## src/rtl/core_pkg.sv

```systemverilog
// Shared RV32I core definitions.
// Opcodes, ALU operations and the D/E control bundle.
package core_pkg;

  localparam logic [6:0] OP_LUI    = 7'h37;
  localparam logic [6:0] OP_AUIPC  = 7'h17;
  localparam logic [6:0] OP_JAL    = 7'h6F;
  localparam logic [6:0] OP_JALR   = 7'h67;
  localparam logic [6:0] OP_BRANCH = 7'h63;
  localparam logic [6:0] OP_LOAD   = 7'h03;
  localparam logic [6:0] OP_STORE  = 7'h23;
  localparam logic [6:0] OP_IMM    = 7'h13;
  localparam logic [6:0] OP_OP     = 7'h33;

  typedef enum logic [3:0] {
    ALU_ADD    = 4'd0,
    ALU_SUB    = 4'd1,
    ALU_SLL    = 4'd2,
    ALU_SLT    = 4'd3,
    ALU_SLTU   = 4'd4,
    ALU_XOR    = 4'd5,
    ALU_SRL    = 4'd6,
    ALU_SRA    = 4'd7,
    ALU_OR     = 4'd8,
    ALU_AND    = 4'd9,
    ALU_PASS_B = 4'd10
  } alu_op_t;

  typedef struct packed {
    alu_op_t    alu_op;
    logic [2:0] funct3;
    logic [4:0] rd;
    logic       src_a_pc;
    logic       src_b_imm;
    logic       reg_we;
    logic       mem_we;
    logic       mem_rd;
    logic       branch;
    logic       jump;
    logic       jalr;
    logic       illegal;
  } id_ex_ctrl_t;

  function automatic alu_op_t alu_dec(
    input logic [2:0] f3,
    input logic       alt
  );
    alu_op_t op;
    unique case (f3)
      3'd0:    op = alt ? ALU_SUB : ALU_ADD;
      3'd1:    op = ALU_SLL;
      3'd2:    op = ALU_SLT;
      3'd3:    op = ALU_SLTU;
      3'd4:    op = ALU_XOR;
      3'd5:    op = alt ? ALU_SRA : ALU_SRL;
      3'd6:    op = ALU_OR;
      default: op = ALU_AND;
    endcase
    return op;
  endfunction

endpackage

```

## src/rtl/latch.sv

```systemverilog
// Pipeline register with sync reset, flush and enable.
// Priority: reset > clear > enable.
module latch #(
  parameter int W = 8
) (
  input  logic         clk,
  input  logic         reset,
  input  logic         en,
  input  logic         clear,
  input  logic [W-1:0] d,
  output logic [W-1:0] q
);

  always_ff @(posedge clk) begin
    if (reset)      q <= '0;
    else if (clear) q <= '0;
    else if (en)    q <= d;
  end

endmodule

```

## src/rtl/regfile.sv

```systemverilog
// 32 x XLEN register file, 2R1W.
// x0 is hardwired to zero; reads see a same-cycle write.
module regfile #(
  parameter int XLEN = 32
) (
  input  logic            clk,
  input  logic            reset,
  input  logic [4:0]      rs1,
  input  logic [4:0]      rs2,
  output logic [XLEN-1:0] rs1_data,
  output logic [XLEN-1:0] rs2_data,
  input  logic            we,
  input  logic [4:0]      rd,
  input  logic [XLEN-1:0] wd
);

  logic [XLEN-1:0] mem [32];

  always_ff @(posedge clk) begin
    if (reset) begin
      for (int i = 0; i < 32; i++) mem[i] <= '0;
    end else if (we && rd != 5'd0) begin
      mem[rd] <= wd;
    end
  end

  function automatic logic [XLEN-1:0] rd_port(input logic [4:0] a);
    logic [XLEN-1:0] v;
    if (a == 5'd0)              v = '0;
    else if (we && rd == a)     v = wd;
    else                        v = mem[a];
    return v;
  endfunction

  assign rs1_data = rd_port(rs1);
  assign rs2_data = rd_port(rs2);

endmodule

```

## src/rtl/decode_stage.sv

```systemverilog
// RV32I decode stage: regfile read, immediate and control
// generation, registered into the D/E latch.
module decode_stage
  import core_pkg::*;
#(
  parameter int PC_W    = 32,
  parameter int INSTR_W = 32,
  parameter int XLEN    = 32
) (
  input  logic               clk,
  input  logic               reset,
  input  logic [INSTR_W-1:0] instr_i,
  input  logic [PC_W-1:0]    pc_i,
  input  logic               wb_we_i,
  input  logic [4:0]         wb_rd_i,
  input  logic [XLEN-1:0]    wb_data_i,
  input  logic               latch_en_i,
  input  logic               latch_clear_i,
  output logic [4:0]         rs1_o,
  output logic [4:0]         rs2_o,
  output logic [XLEN-1:0]    rs1_data_o,
  output logic [XLEN-1:0]    rs2_data_o,
  output logic [XLEN-1:0]    imm_o,
  output logic [PC_W-1:0]    pc_o,
  output logic [4:0]         rd_o,
  output logic [2:0]         funct3_o,
  output logic [3:0]         alu_op_o,
  output logic               alu_src_a_pc_o,
  output logic               alu_src_b_imm_o,
  output logic               reg_we_o,
  output logic               mem_we_o,
  output logic               mem_rd_o,
  output logic               branch_o,
  output logic               jump_o,
  output logic               jalr_o,
  output logic               illegal_o
);

  localparam int DW = 3 * XLEN + PC_W;

  logic [31:0]     ins;
  logic [6:0]      opc;
  logic [6:0]      f7;
  logic [2:0]      f3;
  logic [XLEN-1:0] r1, r2, imm;
  logic [XLEN-1:0] imm_i, imm_s, imm_b, imm_u, imm_j;
  logic            bad;
  id_ex_ctrl_t     c, cq;
  logic [DW-1:0]   dq;

  assign ins   = instr_i[31:0];
  assign opc   = ins[6:0];
  assign f3    = ins[14:12];
  assign f7    = ins[31:25];
  assign rs1_o = ins[19:15];
  assign rs2_o = ins[24:20];

  assign imm_i = {{(XLEN-11){ins[31]}}, ins[30:20]};
  assign imm_s = {{(XLEN-11){ins[31]}}, ins[30:25], ins[11:7]};
  assign imm_b = {{(XLEN-12){ins[31]}}, ins[7], ins[30:25],
                  ins[11:8], 1'b0};
  assign imm_u = {{(XLEN-31){ins[31]}}, ins[30:12], 12'b0};
  assign imm_j = {{(XLEN-20){ins[31]}}, ins[19:12], ins[20],
                  ins[30:21], 1'b0};

  regfile #(.XLEN(XLEN)) u_rf (
    .clk      (clk),
    .reset    (reset),
    .rs1      (rs1_o),
    .rs2      (rs2_o),
    .rs1_data (r1),
    .rs2_data (r2),
    .we       (wb_we_i),
    .rd       (wb_rd_i),
    .wd       (wb_data_i)
  );

  always_comb begin
    c        = '0;
    c.funct3 = f3;
    c.rd     = ins[11:7];
    imm      = '0;
    bad      = 1'b0;
    unique case (1'b1)
      opc == OP_LUI: begin
        c.alu_op = ALU_PASS_B; c.src_b_imm = 1'b1;
        c.reg_we = 1'b1; imm = imm_u;
      end
      opc == OP_AUIPC: begin
        c.src_a_pc = 1'b1; c.src_b_imm = 1'b1;
        c.reg_we = 1'b1; imm = imm_u;
      end
      opc == OP_JAL: begin
        c.src_a_pc = 1'b1; c.src_b_imm = 1'b1;
        c.jump = 1'b1; c.reg_we = 1'b1; imm = imm_j;
      end
      opc == OP_JALR: begin
        bad = (f3 != 3'd0);
        c.src_b_imm = 1'b1; c.jalr = 1'b1;
        c.reg_we = 1'b1; imm = imm_i;
      end
      opc == OP_BRANCH: begin
        bad = (f3 == 3'd2) || (f3 == 3'd3);
        c.alu_op = ALU_SUB; c.branch = 1'b1; imm = imm_b;
      end
      opc == OP_LOAD: begin
        bad = (f3 == 3'd3) || (f3 > 3'd5);
        c.src_b_imm = 1'b1; c.mem_rd = 1'b1;
        c.reg_we = 1'b1; imm = imm_i;
      end
      opc == OP_STORE: begin
        bad = (f3 > 3'd2);
        c.src_b_imm = 1'b1; c.mem_we = 1'b1; imm = imm_s;
      end
      opc == OP_IMM: begin
        // Only shifts carry a funct7; SRAI is the one alternate form
        if (f3 == 3'd1) bad = (f7 != 7'h00);
        if (f3 == 3'd5) bad = (f7 != 7'h00) && (f7 != 7'h20);
        c.alu_op = alu_dec(f3, (f3 == 3'd5) && f7[5]);
        c.src_b_imm = 1'b1; c.reg_we = 1'b1; imm = imm_i;
      end
      opc == OP_OP: begin
        bad = !((f7 == 7'h00) ||
                (f7 == 7'h20 && (f3 == 3'd0 || f3 == 3'd5)));
        c.alu_op = alu_dec(f3, f7[5]);
        c.reg_we = 1'b1;
      end
      default: bad = 1'b1;
    endcase
    if (bad) begin
      c         = '0;
      c.funct3  = f3;
      c.rd      = ins[11:7];
      c.illegal = 1'b1;
    end
    if (c.rd == 5'd0) c.reg_we = 1'b0;
  end

  latch #(.W(DW)) u_data (
    .clk   (clk),
    .reset (reset),
    .en    (latch_en_i),
    .clear (latch_clear_i),
    .d     ({r1, r2, imm, pc_i}),
    .q     (dq)
  );

  latch #(.W($bits(id_ex_ctrl_t))) u_ctrl (
    .clk   (clk),
    .reset (reset),
    .en    (latch_en_i),
    .clear (latch_clear_i),
    .d     (c),
    .q     (cq)
  );

  assign {rs1_data_o, rs2_data_o, imm_o, pc_o} = dq;

  assign rd_o            = cq.rd;
  assign funct3_o        = cq.funct3;
  assign alu_op_o        = cq.alu_op;
  assign alu_src_a_pc_o  = cq.src_a_pc;
  assign alu_src_b_imm_o = cq.src_b_imm;
  assign reg_we_o        = cq.reg_we;
  assign mem_we_o        = cq.mem_we;
  assign mem_rd_o        = cq.mem_rd;
  assign branch_o        = cq.branch;
  assign jump_o          = cq.jump;
  assign jalr_o          = cq.jalr;
  assign illegal_o       = cq.illegal;

endmodule

```

## config.mk

```make
export PLATFORM = sky130hd
export DESIGN_NAME = decode_stage
export DESIGN_NICKNAME = d
export VERILOG_FILES = /design/src/rtl/core_pkg.sv /design/src/rtl/latch.sv /design/src/rtl/regfile.sv /design/src/rtl/decode_stage.sv
export SDC_FILE = /design/constraint.sdc
export NUM_CORES = 2
export LEC_CHECK = 0
export BUFFER_PORTS_ARGS = -buffer_cell sky130_fd_sc_hd__clkbuf_2
export CORE_UTILIZATION = 35
export DETAILED_ROUTE_END_ITERATION = 8
export GPL_TIMING_DRIVEN = 0
export HOLD_SLACK_MARGIN = 0.12
export PLACE_DENSITY = 0.49
export SYNTH_ARGS = -nofsm -noshare
export SYNTH_HDL_FRONTEND = slang
export SYNTH_HIERARCHICAL = 1
export SYNTH_SLANG_ARGS = --single-unit
```

## constraint.sdc

```tcl
create_clock -name clk -period 2.2 [get_ports clk]
set_clock_uncertainty 0.1 [all_clocks]
set_input_delay 0.22 -clock clk [delete_from_list [all_inputs] [get_ports clk]]
set_output_delay 0.22 -clock clk [all_outputs]
set_load 0.02 [all_outputs]
```

* Word-level counts from Yosys, hierarchy flattened
Memory sizes are Yosys's and may differ from the RTL's.
Index checks and enable logic that the tools add are counted.
** Cells by class
- $lt $le $gt $ge :: 2
- Reductions and logical operators :: 27
- Equal/unequal tests :: 19
- Mux-type cells :: 33
** Operators with widths (number)
- $mux 32 :: 5
- $pmux 32 s5 :: 1
- $pmux 4 s7 :: 2
- $reduce_or 32->1 :: 1
- $eq 7x6->1 const B :: 4
- $eq 7x7->1 const B :: 3
- $mux 1 :: 21
- $mux 21 :: 1
- $pmux 4 s4 :: 1
- $logic_not 5->1 :: 3
- $eq 7x5->1 const B :: 2
- $reduce_or 7->1 :: 2
- $eq 5x5->1 :: 2
- $eq 3x3->1 const B :: 3
- $eq 7x2->1 const B :: 1
- $logic_not 7->1 :: 1
- $ne 7x6->1 const B :: 1
- $pmux 1 s7 :: 1
- $reduce_bool 7->1 :: 1
- $eq 3x2->1 const B :: 2
- $logic_and 1x1->1 :: 6
- $reduce_or 2->1 :: 3
- $reduce_or 3->1 :: 2
- $mux 5 :: 1
- other kinds (8) :: 11
** Storage, ports and cells
- Input port bits :: 106
- Logic and storage cells :: 84
- Output and inout bits :: 159
- Flip-flop bits (word level) :: 149
- RAM bits :: 1024
- Memories :: 1
** Memories
- u_rf.mem :: words 32, width 32, rd ports 2, clocked after Yosys merged registers in 0, write ports 32, RTL line regfile.sv:17 : logic [XLEN-1:0] mem [32];

* Logic depth before layout (Yosys ltp)
- Depth after elaboration :: 9
- Mapped depth :: 12

* Hierarchy
The synthesis kept the hierarchy.
** Modules (own cells, without submodules)
- regfile :: area an instance 54722.5 µm², sequential area each 30749.5 µm², cells an instance 3740, times used 1
- latch (u_data) :: area an instance 4687.0 µm², sequential area each 2562.5 µm², cells an instance 413, times used 1
- decode_stage :: area an instance 944.7 µm², sequential area each 0.0 µm², cells an instance 149, times used 1
- latch (u_ctrl) :: area an instance 760.7 µm², sequential area each 420.4 µm², cells an instance 69, times used 1

* Least setup slack after synthesis
OpenSTA, ideal clock, no wires.
- Path type :: input to register
- From :: input port instr_i[16]
- To :: register u_data.q[106]
- Arrival :: 2147 ps
- Path buffers :: 3
- Setup slack :: -164 ps
- Stages :: 9
- Cell sequence :: buf_2 buf_1 clkbuf_1 mux4_2 a2111oi_0 a21oi_1 a22o_1 mux2i_1 nor2_1
** Between the ends
- Longest elaborated chain between the ends :: 4
- Elaborated cells between the ends (all ways) :: 6
- Classes of those cells :: eq/ne (1); mux (2); reduce/logical (2); memory (1)
** RTL lines
- from (decl) :: RTL line decode_stage.sv:12 : input logic [INSTR_W-1:0] instr_i,
- branches (longest 3 deep; another with $mem_v2 32x32)
- $mux 32 * :: RTL line regfile.sv:29 : if (a == 5'd0) v = '0;
- net r1[10] :: RTL line decode_stage.sv:45 : logic [XLEN-1:0] r1, r2, imm;
- to (signal assigned) :: RTL line latch.sv:15 : if (reset) q <= '0;
- to (signal assigned) :: RTL line latch.sv:16 : else if (clear) q <= '0;
- to (signal assigned) :: RTL line latch.sv:17 : else if (en) q <= d;
- to (decl) :: RTL line latch.sv:11 : output logic [W-1:0] q
Mark *: on every way through the listed nets, which the timed path passes.
A chain may end at the register's enable or synchronous reset.

==> out/results.txt <==
1st-iter DRT viols: 6,473
Number of remaining DRC errors: 0
Hold Path Class: in -> reg
Initial core utilization: 0.354
Port Buffer Count: 258
Setup TNS: -29.41 ns
Worst skew pair latency: 0.81 ns
Status: finished, violations left
Final worst-path cycle share: 1.15
Ys async rst share: 0
Hold Crit Depth: 6
Max VDD drop: 781 µV
CTS tree: done
Drt wl/cell: 38.7 µm
Via count: 45,195
Placer congestion estimate: 1.00
Row Count: 152
Top-area cell type share of the netlist area: 0.503
Minimum clock period: 2.53 ns
YS warnings: 6
CP bufs+invs: 0
I/O pin total: 265
Maximum clock insertion buffer count: 3
Gr ovfl total: 0
Via-to-Cell Ratio: 6.04
Actual slew at the worst max-slew pin: 1.62 ns
Avg Inst Size Synth: 14.0 µm²
Leak Pwr: 27.3 nW
Slew headroom: -0.0813
Height of the die: 420 µm
Worst R2R Path Depth: 7
Failing checks: max-capacitance violations, max-slew violations, negative setup slack
WL met1: 113,000 µm
Die area: 0.176 mm²
Multi-input logic area: 0.0268 mm²
Synth unique cells: 70
Nets: 5,143
Unrepaired setup endpoints after global routing: true
Commonest non-fill, non-tap cell in the layout: edfxtp_1
Critical Path AT: 3.12 ns
Met2 wire length: 127,000 µm
Worst path max stage delay: 0.59 ns
Final Hold Violating Endpoints: 0
Setup crit end kind: flip-flop
Post-Synthesis Cells: 4,371
Sequential element share of the synthesized area: 0.552
Tot GR Track Use: 0.321
Fill count: 15,873
Max frequency: 395 MHz
Area leader, netlist: edfxtp_1
Clk pin slew, worst setup/hold paths: 0.06 ns
Placed cell count: 6,974
Sequential Area: 0.0337 mm²
Detail Route Antenna Nets: 0
Most frequent cells in the layout: edfxtp_1, and2_1, mux2i_1, mux4_2, clkbuf_2
Startpoint Class: flip-flop
DRT Wirelength: 290,000 µm
Netlist Area Pre-Place: 0.0611 mm²
Flops & latches, synth: 1,173
Max cap viols: 2
Syn-to-layout area delta: 22.2%
Crit path depth: 7
Highest Signal Layer: met5
WS Path Type: reg -> reg
Worst Slack Setup Final: -0.329 ns
Required time worst endpoint: 2.80 ns
DR WL met3: 28,500 µm
Main synth FF type: edfxtp_1
Endpoints failing setup: 540
Clock Tree Root: clkbuf_16
CP delay by family, top: compound AO/OA/AOI/OAI gates
H-tree depth: 4
Max stage delay cell, worst path: a2111oi_4
Pwr/cell area: 775 mW/mm²
CTS buffer count: 143
Core footprint: 0.172 mm²
HPWL Detailed: 199,000 µm
CP Max Fanout: 2
DRT Pass-1 Iters: 6
Vias in the first global route: 42,938
Largest net degree at the start of global routing: 33
Max-slew violation count: 38
Clock tree sinks: 1,173
CP cell instances: mux4_2, a22o_4, a2111oi_4, a21oi_2, a22o_1, mux2i_1, nor2_1
Share of layout cells above drive strength 1: 0.272
Main area contributors after synthesis: edfxtp_1, mux4_2, and2_1
First-pass GRT wire length: 377,000 µm
Fin cells: 7,483
EDFF count, synth: 1,024
Initial antenna violation count: 21
Die W: 420 µm
## layout make-up
class                      count  area share
sequential                  1173       0.452
multi-input combinational   2773       0.358
clock buffer                 188      0.0517
timing repair buffer         476      0.0476
buffer                       461      0.0426
tap                         2310      0.0387
clock inverter                79     0.00869
antenna                       14    0.000469
inverter                       9    0.000452
## stage by stage
stage / util / worst slack (ns) / area (µm²) / total power, mW / hold slack (ns)
3_5_place_dp: 0.381 / -3.00 / 65700 / 33.8 / 0.361
3_3_place_gp: 0.380 / -3.69 / 65600 / 33.7 / 0.357
2_1_floorplan: - / -0.00931 / 61400 / 30.2 / 0.267
5_1_grt: 0.433 / -0.322 / 74700 / 59.1 / 0.126
4_1_cts: 0.428 / -0.346 / 73900 / 57.7 / 0.0604
6_report: 0.433 / -0.329 / 74700 / 57.9 / 0.0745
## worst paths after layout
| path | start | endpoint | slack, ns |
|---|---|---|---|
| min | instr_i[6] | u_ctrl/q[4]$_SDFFE_PP0P_ | 0.07 |
| max reg2reg | u_rf/mem[13][21]$_SDFFCE_PN0P_ | u_data/q[117]$_SDFFE_PP0P_ | -0.33 |
| max | u_rf/mem[13][21]$_SDFFCE_PN0P_ | u_data/q[117]$_SDFFE_PP0P_ | -0.33 |
| min reg2reg | u_data/q[94]$_SDFFE_PP0P_ | u_data/q[94]$_SDFFE_PP0P_ | 0.39 |
## routing by layer
metal,vias up,global-route usage
li1,18044,-
met1,23537,0.416
met2,2946,0.484
met3,658,0.0719
met4,10,0.205
met5,-,0
## report_power, final
part | internal, mW | switching [mW] | total [mW]
combinational | 3.20 | 5.42 | 8.61
sequential | 25.3 | 0.593 | 25.9
clock | 13.3 | 10.1 | 23.4
total | 41.8 | 16.1 | 57.9
## flip-flops by register name, indices dropped and copies added (netlist names)
name,cells
u_ctrl/q,21
u_data/q,128
u_rf/mem,1024
## synthesized netlist by cell type (9+ instances only)
cell type,instances
nand3_1,15
or2_2,34
o22ai_1,41
mux4_2,388
nor3_1,10
a21oi_1,86
buf_1,16
a22o_1,59
buf_6,10
mux2i_1,430
a2111oi_0,25
inv_1,9
o211ai_1,10
a221o_1,13
a22oi_1,134
a21o_1,20
and2_1,1003
xnor2_1,10
buf_4,32
o221ai_1,42
edfxtp_1,1024
buf_12,13
o221a_2,18
o21ai_0,16
dfxtp_1,149
nor2_1,206
nand2_1,47
clkbuf_1,306
buf_2,87
a32oi_1,10
## worst min-delay path: cells and delay by family
| kind | cells | cell delay (ns) |
|---|---|---|
| AND/OR/NAND/NOR | 4 | 0.43 |
| buffers and inverters | 1 | 0.15 |
| multiplexers | 1 | 0.13 |
## logic make-up (layout without fill, tap and decap cells)
group | count (synthesis) | count (layout) | share of synthesized area
other | 1 | 46 | 0.0000614
muxes | 823 | 823 | 0.214
DFF | 1173 | 1173 | 0.552
AOI/OAI and AO/OA | 525 | 525 | 0.0644
xor gates and xnor gates | 10 | 10 | 0.00143
and+or+nand+nor | 1363 | 1383 | 0.130
buffers and inverters | 476 | 1213 | 0.0381
## what timing repair did
item / 4_1_cts / 5_1_grt
endpoints found under the hold margin: 292 / 8
hold buffers: 188 / 3
endpoints found under the setup margin: 1109 / 1092
resized for setup: 459 / 175
pin swaps: 50 / 28
gates cloned: 10 / 10
buffers inserted: 10 / 15
(Power assumes the default switching activity.)
